## src/rtl/word_serializer.sv

```systemverilog
// Parallel-to-serial front end: accepts WIDTH-bit words over valid/ready and emits one bit
// per enabled clock. A one-word holding buffer lets consecutive words stream without a gap.
module word_serializer #(
  parameter int unsigned WIDTH     = 8,
  parameter bit          MSB_FIRST = 1'b1,
  parameter bit          IDLE_BIT  = 1'b1
) (
  input  logic             i_clock,
  input  logic             i_reset,
  input  logic [WIDTH-1:0] i_in_data,
  input  logic             i_in_valid,
  output logic             o_in_ready,
  input  logic             i_enable,
  output logic             o_a,
  output logic             o_a_valid,
  output logic             o_last,
  output logic             o_busy
);

  localparam int unsigned       CntW    = $clog2(WIDTH);
  localparam logic [CntW-1:0]   CntLast = CntW'(WIDTH - 1);

  typedef enum logic {StIdle, StShift} state_e;

  state_e            r_state;
  logic [WIDTH-1:0]  r_sr;
  logic [WIDTH-1:0]  r_hb;
  logic              r_hb_full;
  logic [CntW-1:0]   r_cnt;

  logic              w_accept;
  logic              w_word_end;
  logic              w_out_bit;
  logic [WIDTH-1:0]  w_sr_shifted;

  assign o_in_ready   = ~i_reset & ~r_hb_full;
  assign w_accept     = i_in_valid & o_in_ready;
  assign o_a_valid    = (r_state == StShift);
  assign w_out_bit    = MSB_FIRST ? r_sr[WIDTH-1] : r_sr[0];
  assign o_a          = o_a_valid ? w_out_bit : IDLE_BIT;
  assign o_last       = o_a_valid & (r_cnt == CntLast);
  assign o_busy       = o_a_valid | r_hb_full;
  assign w_word_end   = o_last & i_enable;
  // Shift toward whichever end drives the output.
  assign w_sr_shifted = MSB_FIRST ? {r_sr[WIDTH-2:0], 1'b0} : {1'b0, r_sr[WIDTH-1:1]};

  always_ff @(posedge i_clock) begin
    if (i_reset) begin
      r_state   <= StIdle;
      r_cnt     <= '0;
      r_hb_full <= 1'b0;
    end else begin
      unique case (r_state)
        StIdle: begin
          if (w_accept) begin
            r_sr    <= i_in_data;
            r_cnt   <= '0;
            r_state <= StShift;
          end
        end
        StShift: begin
          if (w_word_end) begin
            r_cnt <= '0;
            // Buffered word wins; in_ready is low while it is held, so no accept can clash.
            if (r_hb_full) begin
              r_sr      <= r_hb;
              r_hb_full <= 1'b0;
            end else if (w_accept) begin
              r_sr <= i_in_data;
            end else begin
              r_state <= StIdle;
            end
          end else begin
            if (i_enable) begin
              r_sr  <= w_sr_shifted;
              r_cnt <= r_cnt + 1'b1;
            end
            if (w_accept) begin
              r_hb      <= i_in_data;
              r_hb_full <= 1'b1;
            end
          end
        end
        default: r_state <= StIdle;
      endcase
    end
  end

endmodule

```

## config.mk

```make
export PLATFORM = sky130hd
export DESIGN_NAME = word_serializer
export DESIGN_NICKNAME = d
export VERILOG_FILES = /design/src/rtl/word_serializer.sv
export SDC_FILE = /design/constraint.sdc
export NUM_CORES = 1
export LEC_CHECK = 0
export BUFFER_PORTS_ARGS = -buffer_cell sky130_fd_sc_hd__buf_2
export CAP_MARGIN = 0
export CORE_MARGIN = 5
export CORE_UTILIZATION = 53
export DETAILED_ROUTE_END_ITERATION = 8
export PLACE_DENSITY_LB_ADDON = 0.12
export SETUP_SLACK_MARGIN = 0.5
export SYNTH_ARGS = -nofsm -noshare
export SYNTH_HDL_FRONTEND = slang
export SYNTH_SLANG_ARGS = --single-unit
```

## constraint.sdc

```tcl
create_clock -name i_clock -period 2.47 [get_ports i_clock]
set_input_delay 0.494 -clock i_clock [delete_from_list [all_inputs] [get_ports i_clock]]
set_output_delay 0.494 -clock i_clock [all_outputs]
set_load 0.02 [all_outputs]
```

# Word-level counts from Yosys, hierarchy flattened
# Index checks and enable logic that the tools add are counted.
dict set report classes {
  eq_ne 3
  n_reduce_logical 5
  n_mux 16
  addsub 1
  bitwise_logic 9
}
# operator count
set ops {}
lappend ops {{$mux 8} 4}
lappend ops {{$pmux 8 s2} 1}
lappend ops {{$mux 3} 3}
lappend ops {{$mux 1} 6}
lappend ops {{$pmux 3 s2} 1}
lappend ops {{$reduce_and 2->1} 3}
lappend ops {{$and 1x1->1} 4}
lappend ops {{$not 1->1} 4}
lappend ops {{$reduce_and 4->1} 1}
lappend ops {{$add 3x1->3 const B} 1}
lappend ops {{$eq 3x3->1 const B} 1}
lappend ops {{$ne 3x2->1 const B} 1}
lappend ops {{$ne 2x2->1 const B} 1}
lappend ops {{$pmux 1 s2} 1}
lappend ops {{$reduce_bool 2->1} 1}
lappend ops {{$or 1x1->1} 1}
dict set report totals {
  ff_bits 21
  inputBits 12
  wordCells 39
}

# Longest topological paths before layout
dict set report logic_depth {
  word_depth 7
  ltp_mapped 6
  mapped_depth_nobuf 5
}

# Worst setup path after synthesis
# No wires, ideal clock.
dict set report synth_timing {
  path_kind {input port to flip-flop}
  from {in i_reset}
  to {reg r_hb[0], enable pin}
  setup_time_ps 383
  stages 4
  slack_ps 295
  required_ps 2087
  arrival_time_ps 1791
  path_buffers 2
  path_cell_list {buf_4 or3b_4 buf_2 nor3_1}
}
dict set report synth_via {
  elab_chain_cells 4
}
# element line
set synth_lines {}
lappend synth_lines {{start, declared} 9} ;# input logic i_reset,
lappend synth_lines {{$not 1->1 (no source line) (*)} n/a}
lappend synth_lines {{$and 1x1->1} 36} ;# assign o_in_ready = ~i_reset & ~r_hb_full;
lappend synth_lines {{$and 1x1->1} 37} ;# assign w_accept = i_in_valid & o_in_ready;
lappend synth_lines {{$reduce_and 4->1 (no source line) (*)} n/a}
lappend synth_lines {{end signal, assigned} 79} ;# r_hb <= i_in_data;
lappend synth_lines {{end, declared} 27} ;# logic [WIDTH-1:0] r_hb;
# Mark *: on every way between the ends. The rest lies on a longest branch, timed or not.
# A chain may end at the register's enable or synchronous reset.

# Worst setup path after layout
dict set report layout_timing {
  from {reg r_cnt[0]}
  to {out o_last}
}
dict set report layout_via {
  elab_chain_cells 2
}
# element line
set layout_lines {}
lappend layout_lines {{start, declared} 29} ;# logic [CntW-1:0] r_cnt;
lappend layout_lines {{start signal, assigned} 76} ;# r_cnt <= r_cnt + 1'b1;
lappend layout_lines {{$eq 3x3->1} 41} ;# assign o_last = o_a_valid & (r_cnt == CntLast);
lappend layout_lines {{$and 1x1->1} 41}
lappend layout_lines {{end, declared} 16} ;# output logic o_last,
# No other way between the ends.

==> metrics.txt <==
synthesis-stage register bit count=21; most frequent cell after synthesis=sky130_fd_sc_hd__edfxtp_1; Least-Margin Pin Slew=~0.75 ns; most instantiated flip-flop cell in the synthesis netlist=sky130_fd_sc_hd__edfxtp_1; fraction of layout instances using a drive strength above 1=25.5%; reg2reg path depth=4; post-synthesis cell area=approximately 1000 µm²; Setup Skew=0.00409 ns; Worst R2R Start=r_cnt[0]$_SDFFE_PP0P_; result of the run=finished clean; max-slew violation count=0; minimum setup slack among reg-to-reg paths=approximately 0.62 ns; VDD IR max=0.000369 V; type of origin of the critical path=flip-flop; H-tree Lvls=1; endpoint of the lowest-slack register-to-register path=r_hb[6]$_DFFE_PP_; setup repair after global routing missed its margin=no; Clock transition at path regs=~0.11 ns; estimated wirelength of the detail-placed design=~1500 µm; type of the worst setup path=reg -> out; clock network latency to the later pin of the worst-skew pair=around 0.3 ns; Most Frequent Cell on Critical Path=sky130_fd_sc_hd__ha_1; GR Overflow Total=0; hold violation count in the final report=0; number of cells on the critical path=4; antenna violations before repair=0; class of the most critical hold timing path=in -> reg; master cell of the clock root buffer=sky130_fd_sc_hd__clkbuf_4; cell at the slowest stage of the critical path=sky130_fd_sc_hd__dfxtp_2; row cnt=15; library cell with the largest summed area after synthesis=sky130_fd_sc_hd__edfxtp_1; instance area at placement=around 1100 µm²; number of iterations in the first detailed-routing pass=4; Fmax achieved=0.533 GHz; ports placed on the boundary=17; final weighted congestion of routability-driven global placement=0.778; Critical path destination=o_last; Rel. slew slack=~50%; placeable core region=approximately 1800 µm²; number of instances in the placed design=127; Crit path required time=between 1.5 and 2 ns; filler-free cell count of the finished design=about 130; ratio of final minimum period to clock period=~76%; area share of the largest cell type after synthesis=a little under half; most instantiated cells after synthesis=sky130_fd_sc_hd__edfxtp_1 (16), sky130_fd_sc_hd__nand2_1 (15), sky130_fd_sc_hd__a32oi_1 (7), sky130_fd_sc_hd__o22ai_1 (7), sky130_fd_sc_hd__dfxtp_1 (5); mean instance size in the synthesized netlist=11.3 µm²; TritonCTS buffer count=3; peak fanout along the critical path=6; Die Footprint=about 2900 µm²; final layout net count=about 120; wire length of the first global-routing pass=3310 µm; cells taking the most area after synthesis=sky130_fd_sc_hd__edfxtp_1 (47%), sky130_fd_sc_hd__dfxtp_1 (9.8%), sky130_fd_sc_hd__a32oi_1 (6.0%); final routed wire length divided by cell count=between 15 and 20 µm; arrival time of the worst setup path=approximately 1.4 ns; buffers added on ports=16; net count after synthesis=approximately 100; Post-synth EDFFs=16; violation count after the first detailed-route iteration=34; number of global-route vias before repair=802; Synth async-reset ratio=0%; fill cell count=136; total track usage=16.4%; final core area utilization=~64%; CTS tree=done; largest stage delay on the critical path=approximately 0.36 ns; clock period minus worst slack=between 1.5 and 2 ns; power density normalized to cell area=just over 600 nW/µm²; worst setup path startpoint=r_cnt[0]$_SDFFE_PP0P_; layout overhead on the synthesized area=12.7%; total via count after detailed routing=~800; final setup violation count=0; number of antenna diodes=0; remaining design rule violation count=0; element type at the critical path end=output port; part of the Yosys area used for sequential elements=57.1%; Total Neg Setup Slack=0 ns; TritonCTS sink count=21; Unique masters post-synth=31; initial core utilization=between 50% and 60%; DIE WIDTH=approximately 54 µm; number of standard cells after synthesis=90; clock buffer depth=2; worst hold stages=1; Yosys warnings=0; pin count of the biggest net entering global routing=15; leakage component of the power=about 0.43 nW; Final Cell Area=~1100 µm²; number of buffers and inverters on the critical path=1; kind of cell adding the most delay to the critical path=adder cells; post-route antenna net violation count=0; total wirelength of the detailed-routed design=2060 µm; vertical die dimension=53.8 µm; via/cell ratio=roughly 6.0; number of maximum-capacitance violations=0; sequence of cells on the critical path=ha_1 -> ha_1 -> and2_1 -> buf_2
## final cells by class
cell class                      instances  area, µm²  area share [%]
Sequential cell                        21        582            50.8
Multi-Input combinational cell         61        404            35.3
Timing Repair Buffer                   18       95.1            8.30
Tap cell                               25       31.3            2.73
Inverter                                2       7.51           0.655
Clock buffer                            4       26.3            2.29
## cell families after synthesis
logic type | Yosys count | share of synthesized area (%)
buf+inv | 8 | 4.31
mux | 1 | 1.11
fa+ha+maj | 2 | 2.46
compound gates | 25 | 17.0
simple gates | 33 | 18.1
flops | 21 | 57.1
## worst register-to-register path: stages (launching register included)
cell,delay (ns)
sky130_fd_sc_hd__dfxtp_2,0.36
sky130_fd_sc_hd__ha_1,0.19
sky130_fd_sc_hd__ha_1,0.23
sky130_fd_sc_hd__and2_1,0.30
sky130_fd_sc_hd__nor3_4,0.44
## repair_timing
| item | in CTS | in global routing |
|---|---|---|
| endpoints found under the setup margin | 8 | 1 |
| resized for setup | 1 | 1 |
| buffers inserted | 0 | 0 |
| gates cloned | 0 | 0 |
| pin swaps | 0 | 0 |
| hold buffers | 0 | 0 |
## state kept, by name, indices dropped and copies added (netlist names)
signal / count
r_hb: 8
r_sr: 8
r_cnt: 3
o_a_valid: 1
r_hb_full: 1
## metrics by stage
step                hold slack [ns]  power [W]  setup WS, ns
CTS                           0.376   0.000710         0.578
floorplan                     0.453   0.000515         0.547
finish                        0.378   0.000710         0.595
global placement              0.462   0.000550         0.485
detailed placement            0.471   0.000551         0.434
global route                  0.366   0.000741         0.524
## metal layers
layer	vias up	GRT usage (%)	routed length, µm
li1	380	-	-
met4	0	7.66	33
met2	34	28.0	1020
met3	5	3.88	134
met1	372	19.1	868
met5	-	0	0
## placed cells by master (no fill, tap or decap), types with 3 or more instances in the layout
cell and count:
sky130_fd_sc_hd__a32oi_1 7, sky130_fd_sc_hd__edfxtp_1 16, sky130_fd_sc_hd__o22ai_1 7, sky130_fd_sc_hd__clkbuf_4 3, sky130_fd_sc_hd__nand3_1 4, sky130_fd_sc_hd__a21oi_1 4, sky130_fd_sc_hd__buf_2 16, sky130_fd_sc_hd__dfxtp_1 4
sky130_fd_sc_hd__nand2_1 15
## power by group
part / leakage [nW] / total (W) / internal [W] / switching, W
Combinational: 0.226 / 0.000114 / 0.0000503 / 0.0000634
Sequential: 0.191 / 0.000432 / 0.000412 / 0.0000201
Clock: 0.0150 / 0.000165 / 0.0000630 / 0.000102
Total: 0.431 / 0.000710 / 0.000525 / 0.000185
## worst min-delay path by stage
stage | end | start
after detailed placement | r_cnt[1]$_SDFFE_PP0P_ | r_cnt[1]$_SDFFE_PP0P_
after CTS | r_hb[1]$_DFFE_PP_ | i_in_data[1]
after global placement | r_cnt[1]$_SDFFE_PP0P_ | r_cnt[1]$_SDFFE_PP0P_
final | r_hb[1]$_DFFE_PP_ | i_in_data[1]
after floorplan | r_cnt[1]$_SDFFE_PP0P_ | r_cnt[1]$_SDFFE_PP0P_
after global routing | r_hb[0]$_DFFE_PP_ | i_in_data[0]
(Power assumes the default switching activity.)
